**config.mk**
```make
export PLATFORM = sky130hd
export DESIGN_NAME = avg_state_sequencer
export DESIGN_NICKNAME = d
export VERILOG_FILES = /design/src/rtl/avg_seq_pkg.sv /design/src/rtl/avg_draw_timer.sv /design/src/rtl/avg_state_sequencer.sv
export SDC_FILE = /design/constraint.sdc
export NUM_CORES = 1
export LEC_CHECK = 0
export CORE_MARGIN = 10
export CORE_UTILIZATION = 50
export DETAILED_ROUTE_END_ITERATION = 16
export PLACE_DENSITY_LB_ADDON = 0.2
export SLEW_MARGIN = 15
export SYNTH_ARGS = -nofsm -noshare
export SYNTH_HDL_FRONTEND = slang
export SYNTH_SLANG_ARGS = --single-unit
```
**constraint.sdc**
```tcl
create_clock -name clk -period 2.3 [get_ports clk]
set_input_delay 0.345 -clock clk [delete_from_list [all_inputs] [get_ports clk]]
set_output_delay 0.345 -clock clk [all_outputs]
set_load 0.03 [all_outputs]
```
**src/rtl/avg_seq_pkg.sv**
```systemverilog
// rtl/avg_seq_pkg.sv - shared types and constants for the vector-generator state sequencer
package avg_seq_pkg;

    typedef enum logic [2:0] {
        IDLE  = 3'd0,
        FETCH = 3'd1,
        LOAD  = 3'd2,
        EXEC  = 3'd3,
        DRAW  = 3'd4
    } seq_state_t;

    localparam logic [3:0] MS_HALT      = 4'h0;
    localparam logic [1:0] MS_CLS_LATCH = 2'b10;
    localparam logic [1:0] MS_CLS_DRAW  = 2'b11;

    // PROM address layout: {halted, op[3:1], ms}
    localparam int ADDR_HALT_BIT = 7;
    localparam int ADDR_OP_LSB   = 4;
    localparam int ADDR_MS_LSB   = 0;

    function automatic logic [1:0] ms_class(input logic [3:0] ms);
        return ms[3:2];
    endfunction

endpackage

```
**src/rtl/avg_draw_timer.sv**
```systemverilog
// rtl/avg_draw_timer.sv - saturating draw wait counter with expiry flag
module avg_draw_timer #(
    parameter int DRAW_TIMEOUT = 4096,
    parameter int TW           = $clog2(DRAW_TIMEOUT) + 1
) (
    input  logic clk,
    input  logic rst,
    input  logic clear,
    input  logic en,
    output logic done
);

    logic [TW-1:0] cnt;

    always_ff @(posedge clk or posedge rst) begin
        if (rst) begin
            cnt <= '0;
        end else if (clear) begin
            cnt <= '0;
        end else if (en && (cnt != {TW{1'b1}})) begin
            cnt <= cnt + 1'b1;
        end
    end

    assign done = (cnt == TW'(DRAW_TIMEOUT - 1));

endmodule

```
**src/rtl/avg_state_sequencer.sv**
```systemverilog
// rtl/avg_state_sequencer.sv - state PROM reader and microstate decoder for vector fetch/draw
// Optional AVG_SINGLE_STEP_EN adds a step input gating advance out of EXEC.
module avg_state_sequencer
    import avg_seq_pkg::*;
#(
    parameter int              ADDR_W       = 8,
    parameter int              DATA_W       = 4,
    parameter logic [DATA_W-1:0] START_MS   = 4'h1,
    parameter int              DRAW_TIMEOUT = 4096
) (
    input  logic              clk,
    input  logic              reset,
`ifdef AVG_SINGLE_STEP_EN
    input  logic              step,
`endif
    input  logic              go,
    input  logic              abort,
    input  logic [3:0]        op,
    output logic [ADDR_W-1:0] rom_addr,
    output logic              rom_cs,
    input  logic [DATA_W-1:0] rom_dout,
    output logic [3:0]        strb,
    output logic              pc_inc,
    output logic              draw_start,
    input  logic              draw_done,
    output logic              vg_halt,
    output logic              timeout_err
);

    seq_state_t        state, state_nxt;
    logic [DATA_W-1:0] ms;
    logic              halted;
    logic              exec_adv;
    logic              timer_done;
    logic              timer_clear;
    logic [3:0]        strb_nxt;
    logic              pc_inc_nxt;
    logic              draw_start_nxt;
    logic              op_unused;

`ifdef AVG_SINGLE_STEP_EN
    assign exec_adv = step;
`else
    assign exec_adv = 1'b1;
`endif

    assign op_unused   = op[0];
    assign timer_clear = (state == EXEC) && exec_adv && !abort && (ms_class(ms) == MS_CLS_DRAW);

    avg_draw_timer #(
        .DRAW_TIMEOUT (DRAW_TIMEOUT)
    ) u_timer (
        .clk   (clk),
        .rst   (reset),
        .clear (timer_clear),
        .en    (state == DRAW),
        .done  (timer_done)
    );

    always_ff @(posedge clk or posedge reset) begin
        if (reset) begin
            state       <= IDLE;
            ms          <= MS_HALT;
            halted      <= 1'b1;
            timeout_err <= 1'b0;
            strb        <= 4'b0000;
            pc_inc      <= 1'b0;
            draw_start  <= 1'b0;
        end else begin
            state      <= state_nxt;
            strb       <= strb_nxt;
            pc_inc     <= pc_inc_nxt;
            draw_start <= draw_start_nxt;
            if (abort) begin
                ms     <= MS_HALT;
                halted <= 1'b1;
            end else begin
                case (state)
                    IDLE: if (go) begin
                        ms          <= START_MS;
                        halted      <= 1'b0;
                        timeout_err <= 1'b0;
                    end
                    LOAD: ms <= rom_dout;
                    EXEC: if (exec_adv && (ms == MS_HALT)) halted <= 1'b1;
                    // a simultaneous draw_done wins over expiry
                    DRAW: if (!draw_done && timer_done) timeout_err <= 1'b1;
                    default: ;
                endcase
            end
        end
    end

    always_comb begin
        state_nxt = state;
        if (abort) begin
            state_nxt = IDLE;
        end else begin
            case (state)
                IDLE:  if (go) state_nxt = FETCH;
                FETCH: state_nxt = LOAD;
                LOAD:  state_nxt = EXEC;
                EXEC: begin
                    if (exec_adv) begin
                        if (ms == MS_HALT)                       state_nxt = IDLE;
                        else if (ms_class(ms) == MS_CLS_DRAW)    state_nxt = DRAW;
                        else                                     state_nxt = FETCH;
                    end
                end
                DRAW:  if (draw_done || timer_done) state_nxt = FETCH;
                default: state_nxt = IDLE;
            endcase
        end
    end

    // next values of the registered pulses; they appear the cycle after EXEC
    always_comb begin
        strb_nxt       = 4'b0000;
        pc_inc_nxt     = 1'b0;
        draw_start_nxt = 1'b0;
        if (!abort && (state == EXEC) && exec_adv) begin
            case (ms_class(ms))
                MS_CLS_LATCH: begin
                    strb_nxt   = 4'b0001 << ms[1:0];
                    pc_inc_nxt = 1'b1;
                end
                MS_CLS_DRAW: draw_start_nxt = 1'b1;
                default: ;
            endcase
        end
    end

    assign rom_cs   = (state == FETCH);
    assign rom_addr = rom_cs ? ADDR_W'({halted, op[3:1], ms}) : '0;
    assign vg_halt  = halted;

endmodule

```
==> metrics.md <==
| Metric | Value |
|---|---|
| Worst-margin pin slew | `around 0.6 ns` |
| Count of buffer and inverter cells on the critical path | `1` |
| Gr ovfl total | `0` |
| DR pass1 iterations | `4` |
| Final WL | `roughly 3300 um` |
| Switching Fraction | `30.2%` |
| VDD IR max | `approximately 0.00041 V` |
| Post-Synth XOR/XNOR Area | `1.21%` |
| Syn Nets | `roughly 160` |
| Clock power share | `23.7%` |
| Synth Cell Area | `between 0.001 and 0.0015 mm^2` |
| Synth Area in Simple Gates | `a little under a third` |
| Clk_skew | `between 0.007 and 0.008 ns` |
| Setup TNS | `0 ns` |
| Max cap viols | `0` |
| # setup viols final | `0` |
| Critical path's top delay family | `buffers and inverters` |
| Nets | `just under 200` |
| Fin crit share | `~95%` |
| Dpl ws | `roughly 0.30 ns` |
| Number of global-route vias before repair | `1197` |
| Max-slew violations | `0` |
| Setup crit end kind | `output pin` |
| Slowest stage delay, CP | `roughly 0.74 ns` |
| Layout Area Growth over Synthesis | `26.5%` |
| DIE HEIGHT | `around 74 um` |
| Mapped Cells | `around 150` |
| Internal | `0.721 mW` |
| Post-CTS Hold Buffers | `0` |
| Most used DFF post-synth | `dfrtp_1` |
| Core Rows | `19` |
| CTS buffer count | `3` |
| P_leak | `approximately 0.86 nW` |
| Ports | `30` |
| Outcome | `complete, no violations` |
| Ys async rst share | `100%` |
| DRT iter0 DRCs | `approximately 80` |
| Final Hold Slack | `roughly 0.26 ns` |
| H-tree lvl count | `1` |
| Worst EP arrival | `between 1.5 and 2 ns` |
| Largest family of logic cells by synthesized area | `simple AND/OR/NAND/NOR gates` |
| Die width | `73.9 um` |
| Post-layout min period | `roughly 2.2 ns` |
| Initial antenna violation count | `0` |
| Kind of start point of the critical path | `flip-flop` |
| RePlAce Congestion | `roughly 0.85` |
| Register area share after synthesis | `48.3%` |
| Worst rel slew slack | `60.4%` |
| Ordered list of cells on the worst path | `nor3b_4, clkdlybuf4s50_1` |
| Post-synthesis mux area share | `under 10%` |
| Maximum number of pins on one net before global-route repair | `16` |
| Gr usage total | `a little over an eighth` |
| Die area | `around 0.0055 mm^2` |
| Final hold vios | `0` |
| Worst hold path class | `in -> async` |
| Compound-gate portion of the synthesized area | `around an eighth` |
| Vias per cell | `between 5 and 6` |
| Post-DP HPWL | `~2600 um` |
| Clock latency on the worst-skew pair | `roughly 0.34 ns` |
| Ant. Diodes | `0` |
| FF-to-FF path depth | `5` |
| Yosys reg bits | `28` |
| Initial cell density of the core | `a little over half` |
| CP Max Fanout | `9` |
| Drc violations | `0` |
| Peak Freq | `457 MHz` |
| First-pass GRT wire length | `5710 um` |
| RSZ-0062 raised after global routing | `no` |
| Seq pwr share | `roughly half` |
| Netlist cell types | `40` |
| Synth warn | `0` |
| EDFF count, synth | `0` |
| Remaining antenna violation count | `0` |
| Setup ws final | `between 0.1 and 0.15 ns` |
| CTS Sinks | `28` |
| Buffers on Ports | `28` |
| Psw | `between 0.3 and 0.4 mW` |
| Worst path slowest cell | `clkdlybuf4s50_1` |
| Ratio of cells with drive above 1 in the final layout | `under 10%` |
| Synth Area in Adders | `less than 1%` |
| Vias after detailed routing | `between 1000 and 1500` |
| Critical path type | `reg -> out` |
| Non-filler cells, final | `approximately 210` |
| Levels on crit path | `2` |
| Core ar. | `~0.0028 mm^2` |
| Syn avg cell area | `slightly below 10 um^2` |
| CTS tree | `built` |
| Root buf cell | `clkbuf_4` |
| CTS Buffer Depth | `2` |
| Clock transition at path regs | `~0.15 ns` |
| Wire per inst | `around 16 um` |
| Critical Path RT | `1.96 ns` |
| Power Density | `562 mW/mm^2` |
| Combinational power share | `between 20 and 25%` |
| Placed Cells | `208` |
| Fill cells | `between 200 and 250` |
## cells by family after synthesis
logic type / Yosys count
buf+inv: 11
compound gates: 23
simple gates: 77
xor+xnor: 2
fa+ha+maj: 1
flops: 28
mux: 6
## final timing paths
check	startpoint	end	slack [ns]
hold reg to reg	ms[1]$_DFFE_PP0P_	strb[1]$_DFF_PP0_	0.53
max in group asynchronous	reset	vg_halt$_DFFE_PP1P_	1.47
setup reg to reg	state[1]$_DFFE_PP0P_	u_timer.cnt[10]$_DFFE_PP0P_	0.35
hold / removal	reset	strb[0]$_DFF_PP0_	0.26
min in group clk	ms[1]$_DFFE_PP0P_	strb[1]$_DFF_PP0_	0.53
setup / recovery	state[2]$_DFFE_PP0P_	rom_cs	0.11
## flip-flops by register name (all words and copies together), names as in the netlist
| signal | cells |
|---|---|
| u_timer.cnt | 13 |
| draw_start | 1 |
| strb | 4 |
| state | 3 |
| ms | 4 |
| pc_inc | 1 |
| vg_halt | 1 |
| timeout_err | 1 |
## cells in the mapped netlist (2+ instances only)
library cell,number,area (um^2)
mux2i_1,6,60.1
xnor2_1,2,17.5
nand2_1,16,60.1
nor3_1,3,15.0
o21ai_0,5,25.0
nor3b_1,2,15.0
nand4b_1,2,17.5
a21oi_1,7,35.0
or3_1,2,12.5
and3_1,3,18.8
a31oi_1,2,12.5
dfrtp_1,27,676
clkbuf_1,5,18.8
nor4bb_1,4,40.0
nand3_1,8,40.0
nand4_1,4,25.0
nor2_1,10,37.5
nor4_1,3,18.8
inv_1,5,18.8
and2_1,9,56.3
nand2b_1,2,12.5
and4_1,3,26.3
## metrics by stage
stage,power (mW),utilization [%],area [um^2]
6_report,1.03,66.7,1840
5_1_grt,1.08,66.7,1840
4_1_cts,1.04,66.7,1840
3_5_place_dp,0.804,65.5,1810
3_3_place_gp,0.798,65.5,1810
2_1_floorplan,0.701,-,1460
## metal layers
layer | GRT usage [%] | wire [um]
met1 | 16.5 | 1450
met2 | 21.3 | 1620
met3 | 3.23 | 154
met4 | 6.21 | 64
met5 | 0 | 0
## cell usage in the layout (no fill, tap or decap), types with 4 or more instances in the layout
master	count
a21oi_1	7
and2_1	9
buf_4	7
clkdlybuf4s50_1	20
dfrtp_1	27
dlygate4sd2_1	8
inv_1	5
mux2i_1	6
nand2_1	16
nand3_1	8
nand4_1	4
nor2_1	10
nor4bb_1	4
o21ai_0	5
## area by class of cell
type | count | area (um^2) | area share, %
clock buffer | 4 | 36.3 | 1.97
inverter | 5 | 18.8 | 1.02
multi-input combinational | 109 | 719 | 39.1
sequential | 28 | 702 | 38.2
tap | 31 | 38.8 | 2.11
timing repair buffer | 35 | 323 | 17.6
## power by group through the flow
| stage | clock, mW | sequential [mW] | combinational (mW) |
|---|---|---|---|
| 2_1_floorplan | 0 | 0.545 | 0.156 |
| 3_3_place_gp | 0 | 0.541 | 0.257 |
| 3_5_place_dp | 0 | 0.543 | 0.261 |
| 6_report | 0.245 | 0.536 | 0.252 |
| 4_1_cts | 0.250 | 0.536 | 0.255 |
| 5_1_grt | 0.266 | 0.540 | 0.277 |
## repair_timing
item | in CTS | in global routing
setup buffers | 0 | 0
setup endpoints to repair | 8 | 0
gates resized for setup | 9 | 0
Power figures use the tool's default switching activity.
